[src/rtl/csi_hdmi_bridge_ctrl_if.sv]
// Signal bundle between the CSI framing/FIFO side and the bridge sequencing controller.
// The master drives framing and occupancy; the slave (controller) drives sequencing outputs.
interface csi_hdmi_bridge_ctrl_if #(
  parameter int LEVEL_W = 12
);
  logic               csi_in_frame;
  logic               csi_in_line;
  logic [LEVEL_W-1:0] fifo_level;
  logic               hdmi_frame;
  logic               rgb_valid;
  logic               hdmi_reset_n;
  logic               fifo_flush;
  logic               locked;
  logic [7:0]         err_count;
  logic [1:0]         state;

  modport master (
    output csi_in_frame, csi_in_line, fifo_level, hdmi_frame,
    input  rgb_valid, hdmi_reset_n, fifo_flush, locked, err_count, state
  );

  modport slave (
    input  csi_in_frame, csi_in_line, fifo_level, hdmi_frame,
    output rgb_valid, hdmi_reset_n, fifo_flush, locked, err_count, state
  );
endinterface

[src/rtl/csi_hdmi_bridge_ctrl.sv]
// CSI-to-HDMI bridge sequencer: tracks CSI framing, releases the HDMI timing generator,
// declares the RGB path valid, and flushes the pixel FIFO on overflow/underflow.
//
// state      | meaning
// WAIT_FRAME | idle, waiting for a fresh CSI frame start
// PRIME      | frame started, counting lines until the RGB path is valid
// RUN        | locked, pixels flowing to HDMI
// FLUSH      | FIFO flush held for FLUSH_CYCLES, then resync
module csi_hdmi_bridge_ctrl #(
  parameter int VALID_LINE   = 3,
  parameter int RELEASE_LINE = 1,
  parameter int MAX_LINES    = 1300,
  parameter int LEVEL_W      = 12,
  parameter int HI_WATER     = 3800,
  parameter int FLUSH_CYCLES = 16
) (
  input  logic                  csi_clk,
  input  logic                  reset,
  csi_hdmi_bridge_ctrl_if.slave bus
);

  localparam int FC_W = (FLUSH_CYCLES > 1) ? $clog2(FLUSH_CYCLES) : 1;

  localparam logic [FC_W-1:0]    FLUSH_LAST = FC_W'(FLUSH_CYCLES - 1);
  localparam logic [10:0]        VALID_L    = 11'(VALID_LINE);
  localparam logic [10:0]        RELEASE_L  = 11'(RELEASE_LINE);
  localparam logic [10:0]        MAX_L      = 11'(MAX_LINES);
  localparam logic [LEVEL_W-1:0] HI_WATER_L = LEVEL_W'(HI_WATER);

  typedef enum logic [1:0] {
    WAIT_FRAME = 2'd0,
    PRIME      = 2'd1,
    RUN        = 2'd2,
    FLUSH      = 2'd3
  } state_e;

  state_e          state_q, state_d;
  logic [FC_W-1:0] flush_cnt_q, flush_cnt_d;
  logic [10:0]     line_cnt_q, line_cnt_d;
  logic [7:0]      err_count_q, err_count_d;

  logic frame_dly_q, line_dly_q;
  logic hdmi_meta_q, hdmi_frame_s_q;
  logic rgb_valid_q, hdmi_reset_n_q, fifo_flush_q, locked_q;

  logic frame_rise, frame_fall, line_rise;
  logic counting, ovf, unf, err;

  assign frame_rise = bus.csi_in_frame & ~frame_dly_q;
  assign frame_fall = ~bus.csi_in_frame & frame_dly_q;
  assign line_rise  = bus.csi_in_line & ~line_dly_q;

  assign counting = (state_q == PRIME) || (state_q == RUN);
  assign ovf      = bus.fifo_level >= HI_WATER_L;
  assign unf      = (state_q == RUN) & bus.csi_in_frame & hdmi_frame_s_q
                    & (bus.fifo_level == '0);
  assign err      = counting & (ovf | unf);

  always_ff @(posedge csi_clk) begin
    if (reset) begin
      state_q        <= FLUSH;
      flush_cnt_q    <= '0;
      line_cnt_q     <= '0;
      err_count_q    <= '0;
      frame_dly_q    <= 1'b0;
      line_dly_q     <= 1'b0;
      hdmi_meta_q    <= 1'b0;
      hdmi_frame_s_q <= 1'b0;
      rgb_valid_q    <= 1'b0;
      hdmi_reset_n_q <= 1'b0;
      fifo_flush_q   <= 1'b1;
      locked_q       <= 1'b0;
    end else begin
      state_q        <= state_d;
      flush_cnt_q    <= flush_cnt_d;
      line_cnt_q     <= line_cnt_d;
      err_count_q    <= err_count_d;
      frame_dly_q    <= bus.csi_in_frame;
      line_dly_q     <= bus.csi_in_line;
      hdmi_meta_q    <= bus.hdmi_frame;
      hdmi_frame_s_q <= hdmi_meta_q;
      rgb_valid_q    <= (state_q == RUN);
      hdmi_reset_n_q <= counting && (line_cnt_q >= RELEASE_L);
      fifo_flush_q   <= (state_q == FLUSH);
      locked_q       <= (state_q == RUN);
    end
  end

  always_comb begin
    state_d     = state_q;
    flush_cnt_d = flush_cnt_q;
    line_cnt_d  = line_cnt_q;
    err_count_d = err_count_q;

    // Error outranks frame end, which outranks line-count progress.
    unique case (state_q)
      WAIT_FRAME: begin
        if (frame_rise) state_d = PRIME;
      end
      PRIME: begin
        if (err)                         state_d = FLUSH;
        else if (frame_fall)             state_d = WAIT_FRAME;
        else if (line_cnt_q >= VALID_L)  state_d = RUN;
      end
      RUN: begin
        if (err)             state_d = FLUSH;
        else if (frame_fall) state_d = WAIT_FRAME;
      end
      FLUSH: begin
        if (flush_cnt_q == FLUSH_LAST) begin
          state_d     = WAIT_FRAME;
          flush_cnt_d = '0;
        end else begin
          flush_cnt_d = flush_cnt_q + 1'b1;
        end
      end
      default: state_d = FLUSH;
    endcase

    // A line rising together with frame end belongs to no frame and is dropped.
    if (state_q == WAIT_FRAME && state_d == PRIME) begin
      line_cnt_d = '0;
    end else if (counting && line_rise && !err && !frame_fall && line_cnt_q < MAX_L) begin
      line_cnt_d = line_cnt_q + 1'b1;
    end

    if (state_d == FLUSH && state_q != FLUSH && err_count_q != 8'hFF) begin
      err_count_d = err_count_q + 1'b1;
    end
  end

  assign bus.rgb_valid    = rgb_valid_q;
  assign bus.hdmi_reset_n = hdmi_reset_n_q;
  assign bus.fifo_flush   = fifo_flush_q;
  assign bus.locked       = locked_q;
  assign bus.err_count    = err_count_q;
  assign bus.state        = state_q;

endmodule
[src/flat_wrapper.sv]
// flat-port wrapper written by rule: the top's interface ports become plain ports
module csi_hdmi_bridge_ctrl_flat 
#(
  parameter int VALID_LINE   = 3,
  parameter int RELEASE_LINE = 1,
  parameter int MAX_LINES    = 1300,
  parameter int LEVEL_W      = 12,
  parameter int HI_WATER     = 3800,
  parameter int FLUSH_CYCLES = 16
)
  (csi_clk, reset, bus_csi_in_frame, bus_csi_in_line, bus_fifo_level, bus_hdmi_frame, bus_rgb_valid, bus_hdmi_reset_n, bus_fifo_flush, bus_locked, bus_err_count, bus_state);
  csi_hdmi_bridge_ctrl_if #(.LEVEL_W(LEVEL_W)) bus_i ();
  input  logic csi_clk;
  input  logic reset;
  input wire logic [$bits(bus_i.csi_in_frame)-1:0] bus_csi_in_frame;
  input wire logic [$bits(bus_i.csi_in_line)-1:0] bus_csi_in_line;
  input wire logic [$bits(bus_i.fifo_level)-1:0] bus_fifo_level;
  input wire logic [$bits(bus_i.hdmi_frame)-1:0] bus_hdmi_frame;
  output wire logic [$bits(bus_i.rgb_valid)-1:0] bus_rgb_valid;
  output wire logic [$bits(bus_i.hdmi_reset_n)-1:0] bus_hdmi_reset_n;
  output wire logic [$bits(bus_i.fifo_flush)-1:0] bus_fifo_flush;
  output wire logic [$bits(bus_i.locked)-1:0] bus_locked;
  output wire logic [$bits(bus_i.err_count)-1:0] bus_err_count;
  output wire logic [$bits(bus_i.state)-1:0] bus_state;
  assign bus_i.csi_in_frame = bus_csi_in_frame;
  assign bus_i.csi_in_line = bus_csi_in_line;
  assign bus_i.fifo_level = bus_fifo_level;
  assign bus_i.hdmi_frame = bus_hdmi_frame;
  assign bus_rgb_valid = bus_i.rgb_valid;
  assign bus_hdmi_reset_n = bus_i.hdmi_reset_n;
  assign bus_fifo_flush = bus_i.fifo_flush;
  assign bus_locked = bus_i.locked;
  assign bus_err_count = bus_i.err_count;
  assign bus_state = bus_i.state;
  csi_hdmi_bridge_ctrl #(.VALID_LINE(VALID_LINE), .RELEASE_LINE(RELEASE_LINE), .MAX_LINES(MAX_LINES), .LEVEL_W(LEVEL_W), .HI_WATER(HI_WATER), .FLUSH_CYCLES(FLUSH_CYCLES)) u_core (.csi_clk(csi_clk), .reset(reset), .bus(bus_i));
endmodule
[config.mk]
export PLATFORM = sky130hd
export DESIGN_NAME = csi_hdmi_bridge_ctrl_flat
export DESIGN_NICKNAME = d
export VERILOG_FILES = /design/src/rtl/csi_hdmi_bridge_ctrl_if.sv /design/src/rtl/csi_hdmi_bridge_ctrl.sv /design/src/flat_wrapper.sv
export SDC_FILE = /design/constraint.sdc
export NUM_CORES = 1
export LEC_CHECK = 0
export ABC_CLOCK_PERIOD_IN_PS = 3000
export BUFFER_PORTS_ARGS = -buffer_cell sky130_fd_sc_hd__buf_2
export CAP_MARGIN = 5
export CORE_ASPECT_RATIO = 0.75
export CORE_UTILIZATION = 45
export DETAILED_ROUTE_END_ITERATION = 7
export GPL_TIMING_DRIVEN = 0
export PLACE_DENSITY = 0.75
export SKIP_CTS_REPAIR_TIMING = 1
export SLEW_MARGIN = 5
export SYNTH_ARGS = -nofsm -noshare
export SYNTH_HDL_FRONTEND = slang
export SYNTH_SLANG_ARGS = --single-unit
[constraint.sdc]
create_clock -name csi_clk -period 3 [get_ports csi_clk]
set_input_delay 0.45 -clock csi_clk [delete_from_list [all_inputs] [get_ports csi_clk]]
set_output_delay 0.45 -clock csi_clk [all_outputs]
set_load 0.01 [all_outputs]
-- Yosys cells after proc, flatten, opt, wreduce, memory -nomap -nowiden
Index checks and enable logic that the tools add are counted.
- register bits: 32
- input port bits: 17
- muxes and demuxes: 9
- reductions and logical operators: 14
- bitwise gates (word level): 11
- magnitude comparators: 4
- $add $sub $neg: 3
- equality and inequality tests: 8
- operators with widths (operator ; count):
    2-bit 2-to-1 mux ; 7
    12-bit greater-or-equal comparator (second input constant) ; 1
    12-bit logical NOT ; 1
    11-bit by 1-bit adder with 11-bit output (second input constant) ; 1
    11-bit by 1-bit greater-or-equal comparator with 1-bit output (second input constant) ; 1
    11-bit by 2-bit greater-or-equal comparator with 1-bit output (second input constant) ; 1
    11-bit less-than comparator (second input constant) ; 1
    8-bit by 1-bit adder with 8-bit output (second input constant) ; 1
    1-bit logical AND ; 8
    8-bit != test (second input constant) ; 1
    2-bit case mux with 4 select lines ; 1
    1-bit AND ; 7
    2-bit == test (second input constant) ; 3
    4-bit by 1-bit adder with 4-bit output (second input constant) ; 1
    2-bit by 1-bit == test with 1-bit output (second input constant) ; 2
    4-bit == test (second input constant) ; 1
    4-bit 2-to-1 mux ; 1
    1-bit NOT ; 3
    1-bit logical NOT ; 2
    2-bit logical NOT ; 1
    2-bit != test (second input constant) ; 1
    2-bit OR reduction ; 1
    1-bit logical OR ; 1
    1-bit OR ; 1

-- Depth between registers and ports, before layout
- depth after elaboration: 11
- gate-level depth with buffers: 9
- gate-level depth less buffers: 8

-- Worst setup path before layout
No wires, ideal clock.
- path kind: register to register
- start point: register u_core.state_q[0], in the netlist u_core.bus.state[0]
- end point: register u_core.err_count_q[6], in the netlist u_core.bus.err_count[6]
- data arrival time: 2.138 ns
- data required time: 2.905 ns
- path slack: 0.767 ns
- path buffers: 1
- stages on the path, launching flop included: 10
- cell sequence: dfxtp_1 -> inv_1 -> ha_1 -> and4bb_1 -> and4_1 -> o221ai_1 -> a2bb2oi_1 -> buf_4 -> nor3b_1 -> a221oi_1
- cells in the longest elaborated chain, start to end: 11
- elaborated cells on any way between the ends: 22
- RTL lines (element ; line ; RTL):
    start, declared ; csi_hdmi_bridge_ctrl.sv:37 ; state_e state_q, state_d;
    start signal, assigned ; csi_hdmi_bridge_ctrl.sv:74 ; state_q <= state_d;
    2-bit == test ; csi_hdmi_bridge_ctrl.sv:53, csi_hdmi_bridge_ctrl.sv:55, csi_hdmi_bridge_ctrl.sv:96 ;
    1-bit AND (2 in a row) ; csi_hdmi_bridge_ctrl.sv:55 ; assign unf = (state_q == RUN) & bus.csi_in_frame & hdmi_frame_s_q
    1-bit AND ; csi_hdmi_bridge_ctrl.sv:56 ; & (bus.fifo_level == '0);
    1-bit OR ; csi_hdmi_bridge_ctrl.sv:57 ; assign err = counting & (ovf | unf);
    1-bit AND ; csi_hdmi_bridge_ctrl.sv:57 ;
    2-bit 2-to-1 mux, on equally long branches ; csi_hdmi_bridge_ctrl.sv:106, csi_hdmi_bridge_ctrl.sv:101 ;
    2-bit case mux with 4 select lines ; csi_hdmi_bridge_ctrl.sv:96 ; unique case (state_q)
    2-bit == test ; csi_hdmi_bridge_ctrl.sv:127 ; if (state_d == FLUSH && state_q != FLUSH && err_count_q != 8'hFF) begin
    1-bit logical AND * (2 in a row) ; csi_hdmi_bridge_ctrl.sv:127 ;
    end signal, assigned ; csi_hdmi_bridge_ctrl.sv:77 ; err_count_q <= err_count_d;
    end, declared ; csi_hdmi_bridge_ctrl.sv:40 ; logic [7:0] err_count_q, err_count_d;
Mark *: on every way between the ends. The rest lies on a longest branch, timed or not.
A chain may end at the register's enable or synchronous reset.

-- Worst setup path after layout
Same ends and word-level chain as after synthesis.

==> out/summary.md <==
Leaving out fill and tap cells, the most frequent cells in the layout are sky130_fd_sc_hd__dfxtp_1 (32), sky130_fd_sc_hd__buf_2 (31), sky130_fd_sc_hd__nor2_1 (15). The die is 72.6 um wide. The clock passes through at most 2 buffers.

The run gives 18 as the number of placement rows. The tools report the startpoint class of the critical path as a flop. In the final layout, the share of cells above drive strength 1 is 21.1%. The tree is rooted in a sky130_fd_sc_hd__clkbuf_8.

The antenna diode count came out at 0. The logs give 1680 sq um for the post-synthesis instance area and 47 for the number of different library cells in the post-synthesis netlist. The largest single stage delay on the critical path is 0.52 ns. After synthesis, the largest family of logic cells by area is simple AND/OR/NAND/NOR gates. The mean number of vias per cell was 5.43; the last weighted congestion value of the routability-driven placer was 0.790.

Startpoint of the most critical hold path: bus_hdmi_frame. The number of buffers and inverters on the critical path is 2. The xor and xnor area share after synthesis came out at 4.69%.

The proportion of register bits with asynchronous set or reset after synthesis came out at 0%. Sorting the synthesized cells by area gives the leading types as sky130_fd_sc_hd__dfxtp_1 (38%), sky130_fd_sc_hd__ha_1 (6.0%), sky130_fd_sc_hd__xor2_1 (4.7%). The number of enable-type register cells in the synthesized netlist works out to 0. The basic-gate share of the synthesized area counting and, or, nand and nor cells was 29.3%. By startpoint and endpoint, the worst setup path is classified as flop to flop. The area of the core region is 3420 sq um. Via count of the first global-routing pass: 1,317. In this run the count of I/O pins placed on the die edge is 31. Total vias in the final route: 1,503. The initial antenna violation count was 0. The worst hold path terminates at u_core.hdmi_meta_q$_SDFF_PP0_. The total routing usage reported by global routing was 20.1%. Across all register-to-register paths, the minimum setup slack is 0.35 ns.

The headroom to the max-slew limit is 64.0%, and the depth of the worst register-to-register path is 9. After clock tree synthesis, the clock-pin slew on the worst setup and hold paths is 0.06 ns. The top fanout value on the critical path was 10; the post-route clock period utilization was 88.4%. The worst path needs 2.65 ns of the cycle, external delays included. Counting every sink on the clock net gives 32.

The synthesized net count was 215; the static leakage power was 0.000807 uW. In this run the critical register-to-register path is launched from u_core.bus.state[0]$_SDFF_PP1_. After detailed routing, the total wire length is 3570 um. The post-detailed-route wirelength per cell was 12.9 um. The endpoint identified for the worst register-to-register timing path is u_core.bus.err_count[6]$_SDFFE_PP0P_.

Dividing total power by cell area gives a power density of 746 nW/um^2. The slowest stage of the critical path is the sky130_fd_sc_hd__a2bb2oi_1 cell. Counting instances, the worst hold path has a depth of 2.

The library cell used most frequently in the layout, excluding fill and tap cells, is sky130_fd_sc_hd__dfxtp_1. TritonCTS built the clock tree. The number of non-filler instances in the completed layout was 277.

The fraction of post-synthesis cell area in the top cell type by area works out to 38.1%. Setup repair after global routing left no endpoint under its margin. Before antenna repair, the detailed router went through 4 iterations.

The detail route stage leaves a number of antenna-violating nets equal to 0. The worst-case IR drop observed on VDD is 573 uV. Summed over all failing endpoints, the final setup total negative slack is 0 ns.

Max-cap violations in this run came to 0. The clock latency of the later-clocked register in the worst-skew pair came out at 0.28 ns. The Yosys step of the flow raised 0 warnings. The floorplan step defined a die boundary enclosing 3990 sq um.

The H-tree level count is 2. STA classifies the critical path endpoint as a flop. The number of DRC markers in iteration 0 is 59.

For this run, the leading register cell type out of synthesis is sky130_fd_sc_hd__dfxtp_1. In this design, the largest share of critical-path delay is due to compound AO/OA/AOI/OAI gates. The number of nets at the end of the flow was 252; the vertical extent of the die was 54.9 um.

The synthesized netlist devotes 15.9% of its cell area to compound gates. Setup violations remaining at the end of the flow were counted as 0. The largest clock skew in the final design was 0.00748 ns. The run gives 377 MHz as the achievable clock frequency.

The arrival time at the worst endpoint was 2.84 ns; the required time of the critical path was 3.19 ns. Entering global routing, the biggest net connects 11 pins. The worst hold path belongs to the class primary input to flop. The flow ran to the end, and the final reports show no timing, DRC or antenna violations. The placed cell count was 270. The synthesized design spends more area on one cell type than any other, namely sky130_fd_sc_hd__dfxtp_1.

The mux share of post-synthesis cell area was 1.94%; the overflow left after global routing was 0. The wire-length estimate of the detail-placed layout is 2640 um. The proportion of synthesized chip area in sequential cells was 38.1%; the worst hold slack was 0.384 ns.

Post-synthesis adder-cell area fraction: 5.96%. For this configuration, the core starts out at a cell density of 49.1%. For the post-detailed-route DRC marker count, the log shows 0. In this run the mean area of a mapped cell was 8.84 sq um. The slew at the pin closest to its max-slew limit was 0.537 ns; the count of input and output buffers was 30.

The run gives 0 as the number of max-slew violations in the final report. The first global-routing pass estimated 5980 um of wire. The clock buffer count from CTS was 5; the number of instances in the synthesized netlist was 190. Measured on the finished design, the core utilization comes to 57.6%.

Synthesis inferred 32 register bits. The signal on the critical path passes through inv_1 -> ha_1 -> and4bb_1 -> and4_1 -> o221ai_1 -> a2bb2oi_1 -> buf_4 -> nor3b_1 -> a221oi_1. From synthesis to final layout, the design area changed by 17.3%.

The final hold violation count was 0.
-- worst register-to-register path: cells and delay by family, from the launching register on --
family | cells | cell delay, ns
adder cells (fa/ha/maj) | 1 | 0.28
AND/OR/NAND/NOR | 3 | 0.44
AO/OA/AOI/OAI | 3 | 1.05
buffers and inverters | 2 | 0.38
flip-flops | 1 | 0.41
-- metal layers --
layer	share of wire [%]	vias to the layer above	wire [um]	track usage, %
li1	-	781	-	-
met1	56	685	1990	28.7
met2	40	33	1420	27.7
met3	4.1	4	146	8.15
met4	0.67	0	24	4.90
met5	0	-	0	0
-- metrics by stage --
stage	cell area, sq um	power (uW)	setup WS [ns]
floorplan	1680	999	0.767
global placement	1890	1150	0.363
detailed placement	1890	1170	0.373
CTS	1970	1470	0.368
global route	1970	1580	0.147
finish	1970	1470	0.347
-- where the power goes --
group / switching, uW / internal, uW
sequential: 66.8 / 483
clock: 144 / 157
combinational: 347 / 272
total: 558 / 912
-- cell families (layout without fill, tap and decap cells) --
logic type / count (synthesis) / after routing
fa+ha+maj: 8 / 8
simple gates: 83 / 83
buf+inv: 14 / 51
mux: 3 / 3
flops: 32 / 32
xor+xnor: 9 / 9
compound gates: 41 / 41
-- flip-flops by register name, indices dropped and copies added (netlist names) --
signal                   cells
u_core.bus.hdmi_reset_n      1
u_core.frame_dly_q           1
u_core.hdmi_meta_q           1
u_core.bus.err_count         8
u_core.flush_cnt_q           4
u_core.bus.state             2
u_core.hdmi_frame_s_q        1
u_core.bus.fifo_flush        1
u_core.line_cnt_q           11
u_core.line_dly_q            1
u_core.bus.rgb_valid         1
-- worst max-delay path by stage --
| stage | to | cells past startpoint | startpoint |
|---|---|---|---|
| floorplan | u_core.bus.err_count[6]$_SDFFE_PP0P_ | 9 | u_core.bus.state[0]$_SDFF_PP1_ |
| global placement | u_core.bus.err_count[6]$_SDFFE_PP0P_ | 9 | u_core.bus.state[0]$_SDFF_PP1_ |
| detailed placement | u_core.bus.err_count[6]$_SDFFE_PP0P_ | 9 | u_core.bus.state[0]$_SDFF_PP1_ |
| CTS | u_core.bus.err_count[6]$_SDFFE_PP0P_ | 9 | u_core.bus.state[0]$_SDFF_PP1_ |
| global route | u_core.bus.err_count[6]$_SDFFE_PP0P_ | 9 | u_core.bus.state[0]$_SDFF_PP1_ |
| finish | u_core.bus.err_count[6]$_SDFFE_PP0P_ | 9 | u_core.bus.state[0]$_SDFF_PP1_ |
-- cell type report --
cell class	count	area, sq um
plain buffers	8	46.3
multi-input cells	144	971
clock inverters	1	5.00
clock buffers	6	72.6
inverters	6	22.5
repair buffers	30	150
flip-flops and latches	32	641
fillers	323	1450
well taps	50	62.6
-- synth_stat cells (2+ instances only) --
cell type	number
sky130_fd_sc_hd__and2_1	3
sky130_fd_sc_hd__a211oi_1	2
sky130_fd_sc_hd__nor2b_1	6
sky130_fd_sc_hd__or4_1	4
sky130_fd_sc_hd__or3_1	3
sky130_fd_sc_hd__clkbuf_1	4
sky130_fd_sc_hd__inv_1	6
sky130_fd_sc_hd__and4_1	3
sky130_fd_sc_hd__nand2_1	7
sky130_fd_sc_hd__o31ai_1	4
sky130_fd_sc_hd__mux2_2	2
sky130_fd_sc_hd__buf_4	2
sky130_fd_sc_hd__a221oi_1	2
sky130_fd_sc_hd__xor2_1	9
sky130_fd_sc_hd__o21ai_0	8
sky130_fd_sc_hd__nor2_1	15
sky130_fd_sc_hd__nand2b_1	3
sky130_fd_sc_hd__a21oi_1	14
sky130_fd_sc_hd__nor4_1	2
sky130_fd_sc_hd__and3_1	5
sky130_fd_sc_hd__a21o_1	2
sky130_fd_sc_hd__ha_1	8
sky130_fd_sc_hd__nand4_1	6
sky130_fd_sc_hd__dfxtp_1	32
sky130_fd_sc_hd__or2_2	2
sky130_fd_sc_hd__nand3_1	9
sky130_fd_sc_hd__nor3_1	5
sky130_fd_sc_hd__nor3b_1	3
Power figures use the tool's default switching activity.
